[src/rtl/muldiv_arb_pkg.sv]
// Purpose: shared types and constants for the two-requester MulDiv arbiter.
// Latency: n/a (package only).
// Backpressure: n/a (package only).
// Contents: arbiter state enum, default XLEN/TAG_W, MulDiv function codes.
package muldiv_arb_pkg;

   localparam int XLEN_DEF  = 32;
   localparam int TAG_W_DEF = 4;

   typedef enum logic {
      IDLE = 1'b0,
      BUSY = 1'b1
   } arb_state_t;

   // MulDiv function codes (shared with the ALU encoding).
   localparam logic [3:0] FN_MUL    = 4'd0;
   localparam logic [3:0] FN_MULH   = 4'd1;
   localparam logic [3:0] FN_MULHSU = 4'd2;
   localparam logic [3:0] FN_MULHU  = 4'd3;
   localparam logic [3:0] FN_DIV    = 4'd4;
   localparam logic [3:0] FN_DIVU   = 4'd5;
   localparam logic [3:0] FN_REM    = 4'd6;
   localparam logic [3:0] FN_REMU   = 4'd7;

endpackage

[src/rtl/rr_arb2.sv]
// Purpose: two-input round-robin grant with a priority register.
// Latency: grant is combinational; priority updates on the advance edge.
// Backpressure: caller asserts advance only when the granted request fires.
// Ports: clock/reset (sync, active-high), valid0/valid1 requests,
//        advance (grant consumed), winner (0 or 1).
module rr_arb2 (
   input  logic clock,
   input  logic reset,
   input  logic valid0,
   input  logic valid1,
   input  logic advance,
   output logic winner
);

   // prio names the requester that wins a tie.
   logic prio;

   // A lone requester always wins; a tie goes to prio.
   always_comb begin
      winner = (valid0 & valid1) ? prio : valid1;
   end

   always_ff @(posedge clock) begin
      if (reset) begin
         prio <= 1'b0;
      end else if (advance) begin
         prio <= ~winner;
      end
   end

endmodule

[src/rtl/muldiv_arbiter.sv]
// Purpose: shares one iterative MulDiv between two requesters, one op in flight.
// Latency: zero added on request and response; total equals MulDiv latency.
// Backpressure: requesters stall while busy; owner's resp_ready gates the MulDiv response.
// Ports: clock/reset (sync, active-high); req0_*/req1_* requests with kill;
//        resp0_*/resp1_* routed results; mdu_* MulDiv handshake; busy, owner;
//        perf_grant0/perf_grant1/perf_conflict counters.
// Build option: define MULDIV_ARB_PERF_EN to instantiate the perf counters,
//               otherwise the perf_* ports are tied to zero.
module muldiv_arbiter
   import muldiv_arb_pkg::*;
#(
   parameter int XLEN  = XLEN_DEF,
   parameter int TAG_W = TAG_W_DEF
) (
   input  logic             clock,
   input  logic             reset,
   input  logic             req0_valid,
   output logic             req0_ready,
   input  logic [3:0]       req0_fn,
   input  logic             req0_dw,
   input  logic [XLEN-1:0]  req0_in1,
   input  logic [XLEN-1:0]  req0_in2,
   input  logic [TAG_W-1:0] req0_tag,
   input  logic             req0_kill,
   input  logic             req1_valid,
   output logic             req1_ready,
   input  logic [3:0]       req1_fn,
   input  logic             req1_dw,
   input  logic [XLEN-1:0]  req1_in1,
   input  logic [XLEN-1:0]  req1_in2,
   input  logic [TAG_W-1:0] req1_tag,
   input  logic             req1_kill,
   output logic             resp0_valid,
   input  logic             resp0_ready,
   output logic [XLEN-1:0]  resp0_data,
   output logic [TAG_W-1:0] resp0_tag,
   output logic             resp1_valid,
   input  logic             resp1_ready,
   output logic [XLEN-1:0]  resp1_data,
   output logic [TAG_W-1:0] resp1_tag,
   output logic             mdu_req_valid,
   input  logic             mdu_req_ready,
   output logic [3:0]       mdu_req_fn,
   output logic             mdu_req_dw,
   output logic [XLEN-1:0]  mdu_req_in1,
   output logic [XLEN-1:0]  mdu_req_in2,
   output logic [TAG_W:0]   mdu_req_tag,
   output logic             mdu_kill,
   input  logic             mdu_resp_valid,
   output logic             mdu_resp_ready,
   input  logic [XLEN-1:0]  mdu_resp_data,
   input  logic [TAG_W:0]   mdu_resp_tag,
   output logic             busy,
   output logic             owner,
   output logic [31:0]      perf_grant0,
   output logic [31:0]      perf_grant1,
   output logic [31:0]      perf_conflict
);

   arb_state_t state_q, state_d;
   logic       owner_q;
   logic       kill_win_q;
   logic       winner;
   logic       req_fire;
   logic       owner_kill;
   logic       unused_resp_owner_bit;

   rr_arb2 u_rr (
      .clock   (clock),
      .reset   (reset),
      .valid0  (req0_valid),
      .valid1  (req1_valid),
      .advance (req_fire),
      .winner  (winner)
   );

   assign req_fire = mdu_req_valid & mdu_req_ready;

   // Request fields follow the winner; only sampled by MulDiv when valid.
   assign mdu_req_fn  = winner ? req1_fn  : req0_fn;
   assign mdu_req_dw  = winner ? req1_dw  : req0_dw;
   assign mdu_req_in1 = winner ? req1_in1 : req0_in1;
   assign mdu_req_in2 = winner ? req1_in2 : req0_in2;
   assign mdu_req_tag = {winner, (winner ? req1_tag : req0_tag)};

   // Response payload is broadcast; only the owner's valid is raised.
   // Routing trusts owner_q, so the owner bit echoed in the tag is not used.
   assign resp0_data = mdu_resp_data;
   assign resp1_data = mdu_resp_data;
   assign resp0_tag  = mdu_resp_tag[TAG_W-1:0];
   assign resp1_tag  = mdu_resp_tag[TAG_W-1:0];
   assign unused_resp_owner_bit = mdu_resp_tag[TAG_W];

   assign owner_kill = owner_q ? req1_kill : req0_kill;
   assign busy       = (state_q == BUSY);
   assign owner      = owner_q;

   always_comb begin
      state_d        = state_q;
      mdu_req_valid  = 1'b0;
      req0_ready     = 1'b0;
      req1_ready     = 1'b0;
      mdu_kill       = 1'b0;
      resp0_valid    = 1'b0;
      resp1_valid    = 1'b0;
      mdu_resp_ready = 1'b0;
      case (state_q)
         IDLE: begin
            mdu_req_valid = req0_valid | req1_valid;
            req0_ready    = ~winner & mdu_req_ready;
            req1_ready    = winner & mdu_req_ready;
            if (mdu_req_valid & mdu_req_ready) begin
               state_d = BUSY;
            end
         end
         BUSY: begin
            mdu_kill = kill_win_q & owner_kill;
            // A kill in the window beats a same-cycle response: drop it.
            if (mdu_kill) begin
               state_d = IDLE;
            end else begin
               resp0_valid    = ~owner_q & mdu_resp_valid;
               resp1_valid    = owner_q & mdu_resp_valid;
               mdu_resp_ready = owner_q ? resp1_ready : resp0_ready;
               if (mdu_resp_valid & mdu_resp_ready) begin
                  state_d = IDLE;
               end
            end
         end
         default: state_d = IDLE;
      endcase
   end

   always_ff @(posedge clock) begin
      if (reset) begin
         state_q    <= IDLE;
         owner_q    <= 1'b0;
         kill_win_q <= 1'b0;
      end else begin
         state_q    <= state_d;
         // Kill window is exactly the first BUSY cycle.
         kill_win_q <= req_fire;
         if (req_fire) begin
            owner_q <= winner;
         end
      end
   end

`ifdef MULDIV_ARB_PERF_EN
   logic [31:0] grant0_cnt_q, grant1_cnt_q, conflict_cnt_q;
   logic        both_accepted;

   assign both_accepted = (req0_valid & req0_ready) & (req1_valid & req1_ready);

   always_ff @(posedge clock) begin
      if (reset) begin
         grant0_cnt_q   <= 32'd0;
         grant1_cnt_q   <= 32'd0;
         conflict_cnt_q <= 32'd0;
      end else begin
         if (req_fire & ~winner) grant0_cnt_q <= grant0_cnt_q + 32'd1;
         if (req_fire & winner)  grant1_cnt_q <= grant1_cnt_q + 32'd1;
         if (req0_valid & req1_valid & ~both_accepted) begin
            conflict_cnt_q <= conflict_cnt_q + 32'd1;
         end
      end
   end

   assign perf_grant0   = grant0_cnt_q;
   assign perf_grant1   = grant1_cnt_q;
   assign perf_conflict = conflict_cnt_q;
`else
   assign perf_grant0   = 32'd0;
   assign perf_grant1   = 32'd0;
   assign perf_conflict = 32'd0;
`endif

endmodule

[config.mk]
export PLATFORM = sky130hd
export DESIGN_NAME = muldiv_arbiter
export DESIGN_NICKNAME = d
export VERILOG_FILES = /design/src/rtl/muldiv_arb_pkg.sv /design/src/rtl/rr_arb2.sv /design/src/rtl/muldiv_arbiter.sv
export SDC_FILE = /design/constraint.sdc
export NUM_CORES = 1
export LEC_CHECK = 0
export BUFFER_PORTS_ARGS = -buffer_cell sky130_fd_sc_hd__buf_4
export CAP_MARGIN = 20
export CORE_AREA = 8 8 169 171
export CTS_BUF_LIST = sky130_fd_sc_hd__clkbuf_2
export DETAILED_ROUTE_END_ITERATION = 8
export DIE_AREA = 0 0 177 179
export PLACE_DENSITY = 0.34
export SYNTH_ARGS = -nofsm -noshare
export SYNTH_HDL_FRONTEND = slang
export SYNTH_SLANG_ARGS = --single-unit
[constraint.sdc]
create_clock -name clock -period 1.6 [get_ports clock]
set_input_delay 0.08 -clock clock [delete_from_list [all_inputs] [get_ports clock]]
set_output_delay 0.08 -clock clock [all_outputs]
set_load 0.02 [all_outputs]
## Word level (Yosys, flattened, before mapping)

Index checks and enable logic that the tools add are counted.

| storage, ports and cells | value |
|---|---|
| bits of input ports | 193 |
| bits in registers | 4 |
| output and inout port bits | 251 |

| cells by class | value |
|---|---|
| muxes and demuxes | 22 |
| bitwise logic cells | 13 |

Operator list:

| kind | number |
|---|---|
| $mux W32 | 2 |
| $mux W1 | 17 |
| $and A1 B1 Y1 | 9 |
| $mux W4 | 2 |
| $not A1 Y1 | 3 |
| $pmux W1 S2 | 1 |
| $or A1 B1 Y1 | 1 |

## Logic depth before layout (Yosys ltp)

| logic depth | value |
|---|---|
| depth after elaboration | 5 |
| gate-level depth with buffers | 6 |
| gate-level depth less buffers | 4 |

## Cells and area by module

Synthesis repeated with hierarchy kept, for this count alone.

| second synthesis, totals | value |
|---|---|
| cells, all modules | 283 |
| area total of the unflattened synthesis | 2413.6 µm² |

By module, submodules not included:

| module | cells each | area each (µm²) | instances |
|---|---|---|---|
| muldiv_arbiter | 278 | 2353.5 | 1 |
| rr_arb2 | 5 | 60.1 | 1 |

## Worst setup path after synthesis

Ideal clock, no wire load.

| path | value |
|---|---|
| path type | register to output |
| start | register owner_q, in the netlist owner |
| end | output resp0_valid |
| required time | 1.520 ns |
| data arrival time | 1.422 ns |
| stages on the path, launching flop included | 4 |
| path slack | 0.098 ns |
| buffers on the path | 0 |
| path through | dfxtp_1 -> mux2i_1 -> o21ai_0 -> nor3_1 |

| between the ends | value |
|---|---|
| word-level cells in the longest chain between the ends | 4 |
| elaborated cells on any way between the ends | 6 |
| classes of those cells | mux (3); bitwise (3) |

RTL lines:

| what | line | RTL |
|---|---|---|
| start: declaration | muldiv_arbiter.sv:61 | `logic owner_q;` |
| start signal: assignment | muldiv_arbiter.sv:144 | `owner_q <= winner;` |
| $mux W1 / $not A1 Y1 (equally long branches) | muldiv_arbiter.sv:94, muldiv_arbiter.sv:122 |  |
| $and A1 B1 Y1, on equally long branches | muldiv_arbiter.sv:117, muldiv_arbiter.sv:122 |  |
| $mux W1 * | muldiv_arbiter.sv:119 | `if (mdu_kill) begin` |
| $mux W1 * | muldiv_arbiter.sv:107 | `case (state_q)` |
| end: declaration | muldiv_arbiter.sv:33 | `output logic resp0_valid,` |

Mark *: on every way between the ends. The rest lies on a longest branch, timed or not.

## Worst setup path after layout

| path | value |
|---|---|
| start | register u_rr.prio |
| end | output mdu_req_fn[3] |

| between the ends | value |
|---|---|
| word-level cells in the longest chain between the ends | 2 |

RTL lines:

| what | line | RTL |
|---|---|---|
| start: declaration | rr_arb2.sv:16 | `logic prio;` |
| start signal: assignment | rr_arb2.sv:27 | `prio <= ~winner;` |
| $mux W1 | rr_arb2.sv:20 | `winner = (valid0 & valid1) ? prio : valid1;` |
| $mux W4 | muldiv_arbiter.sv:80 | `assign mdu_req_fn = winner ? req1_fn : req0_fn;` |
| end: declaration | muldiv_arbiter.sv:43 | `output logic [3:0] mdu_req_fn,` |

Every way passes these cells.

==> summary.txt <==
Status -> finished with violations
Failing checks -> negative setup slack
Final worst slack -> -0.07039 ns
Post-DP Area -> 0.004025 mm2
Cell variety after synth -> 23
Hold path cells -> 2
Worst-path cell chain -> o21ai_4, buf_12, buf_16, buf_4, mux2_1, buf_4
Finish-stage setup viols -> 66
CTS Buffer Depth -> 2
DRC viols -> 0
Largest net degree at the start of global routing -> 12
Syn avg cell area -> 9.497 um2
Initial antenna violation count -> 0
Sequential share of the synthesized area -> 2.980%
Diode count -> 0
Max Cap Violations -> 0
Share of layout cells above drive strength 1 -> 72.98%
# fillers -> 2951
Max H-tree Level -> 1
Hold endpoint -> owner
Setup slack, reg-to-reg -> 0.44 ns
Buffers on Ports -> 238
Critical path's slowest cell -> dfxtp_2
Setup TNS -> -2.416 ns
Die H -> 179 um
Leakage -> 0.002287 uW
Root buf cell -> clkbuf_2
Clock slew at reported path FFs -> 0.04 ns
Worst-Skew Late Latency -> 0.20 ns
Critical path required time -> 1.52 ns
Commonest non-fill, non-tap cell in the layout -> buf_4
Final Hold Viols -> 0
Die Footprint -> 0.03168 mm2
Ys Warns -> 0
Core Area -> 0.02576 mm2
Reg2reg end -> busy
Final core occ -> 16.03%
GRT overflow -> 0
FP Rows -> 59
Vias per cell -> 2.757
Cell repeated most along the worst path -> buf_4
Chip Width -> 177 um
Hold_buf cts -> 0
Worst IR Drop VDD -> 300.8 uV
R2R Path Start -> owner
Startpoint Class -> flip-flop
CTS buffer count -> 3
Total track usage -> 6.264%
Hold_ws -> 0.06011 ns
Footprint of the multi-input gates -> 0.001559 mm2
Vias in the first global route -> 2302
Critical path fanouts, max -> 10
I/O pins -> 444
Clk sink count -> 4
Initial Util -> 10.43%
HPWL after DPL -> 10920 um
HP Class -> primary input to flip-flop
NumNets Final -> 654
Clock Skew -> 0.0005418 ns
Drt total wl -> 12010 um
CP Capture Type -> output pin
DRT Pass-1 Iters -> 3
PD cells -> 414.4 mW/mm2
Avg WL per Cell -> 15.12 um
Final Max Slew Viols -> 0
Worst path max stage delay -> 0.34 ns
Min-delay src -> reset
Post-route cell area -> 0.004130 mm2
Antenna-violating nets left -> 0
Synthesis-stage register bit count -> 4
Arrival time worst endpoint -> 1.59 ns
First-pass GRT wire length -> 15230 um
Fmax -> 0.5987 GHz
Share of the synthesized area in the top cell type -> 47.21%
Synth top area cells -> buf_4 47%, mux2_4 33%, buf_12 4.5%
Area growth syn-to-layout -> 53.68%
Mapped Area -> 0.002688 mm2
Register-to-Register Path Depth -> 3
Crit path time final -> 1.670 ns
DR iter-0 viols -> 24
Synth area leader -> buf_4
Via count -> 2189
Mapped Cells -> 283
RePlAce Congestion -> 0.6942
Period utilization -> 104.4%
Crit Path Category -> flip-flop to output pin
Most frequent cells in the layout -> 245 x buf_4, 96 x conb_1, 62 x mux2_4
Unrepaired setup endpoints after global routing -> true
FF/Latch Area -> 85.08 um2
CTS tree -> done
-- routing by layer --
layer / share of wire, % / track usage (%) / wire [um] / vias to the layer above
met4: 1.3 / 0.8757 / 157 / 0
li1: - / - / - / 1017
met3: 14 / 3.033 / 1685 / 24
met1: 38 / 7.316 / 4557 / 933
met2: 47 / 10.43 / 5605 / 215
met5: 0 / 0 / 0 / -
-- per-stage QoR --
step / setup slack, ns / cells / total power, uW
2_1_floorplan: 0.09847 / 378 / 1392
3_3_place_gp: 0.07725 / 787 / 1601
3_5_place_dp: 0.06495 / 787 / 1603
4_1_cts: -0.1185 / 794 / 1734
5_1_grt: -0.1575 / 794 / 1829
6_report: -0.07039 / 794 / 1711
-- synthesized netlist by cell type (all sizes together) --
| cell type | n |
|---|---|
| buf | 177 |
| mux2 | 73 |
| inv | 6 |
| nor2 | 5 |
| dfxtp | 4 |
| o21ai | 4 |
| a21oi | 3 |
| mux2i | 2 |
| nor3 | 2 |
| a311oi | 1 |
| conb | 1 |
| nand2b | 1 |
| nor2b | 1 |
| nor3b | 1 |
| o211ai | 1 |
| o221ai | 1 |
-- registers in the layout, indices dropped and copies added, names as in the netlist --
register,cells
kill_win_q,1
u_rr.prio,1
busy,1
owner,1
-- worst max-delay path, delay by kind of cell (launching register included) --
family          cells  cell delay (ns)
mux                 1             0.31
flops               1             0.34
compound gates      1             0.19
buf+inv             4             0.55
-- worst max path at each step --
stage	from	end
6_report	u_rr.prio	mdu_req_fn[3]
5_1_grt	u_rr.prio	mdu_req_fn[3]
4_1_cts	u_rr.prio	mdu_req_in1[31]
3_5_place_dp	u_rr.prio	mdu_req_in1[31]
3_3_place_gp	u_rr.prio	mdu_req_in1[31]
2_1_floorplan	owner	resp0_valid
-- kinds of logic after synthesis --
group                  synth area share (%)
buffers and inverters                 53.12
multiplexers                          39.57
AO/OA/AOI/OAI                         2.374
AND/OR/NAND/NOR                       1.816
flip-flops                            2.980
other                                0.1395
-- final cells by class --
type / count / share of cell area [%]
Clock buffer: 3 / 0.3635
Inverter: 6 / 0.5453
Tap cell: 335 / 10.15
Sequential cell: 4 / 2.060
Timing Repair Buffer: 255 / 49.14
Multi-Input combinational cell: 191 / 37.75
-- power by group --
group | internal, uW | leakage [uW] | switching, uW
Combinational | 768 | 0.00224 | 735
Sequential | 107 | 0.0000340 | 12.0
Clock | 50.4 | 0.0000125 | 38.6
-- what timing repair did --
action	CTS	global route
endpoints found under the setup margin	73	76
setup buffers	3	0
pin swaps	1	0
cloned	1	0
resized for setup	5	6
(Power assumes the default switching activity.)
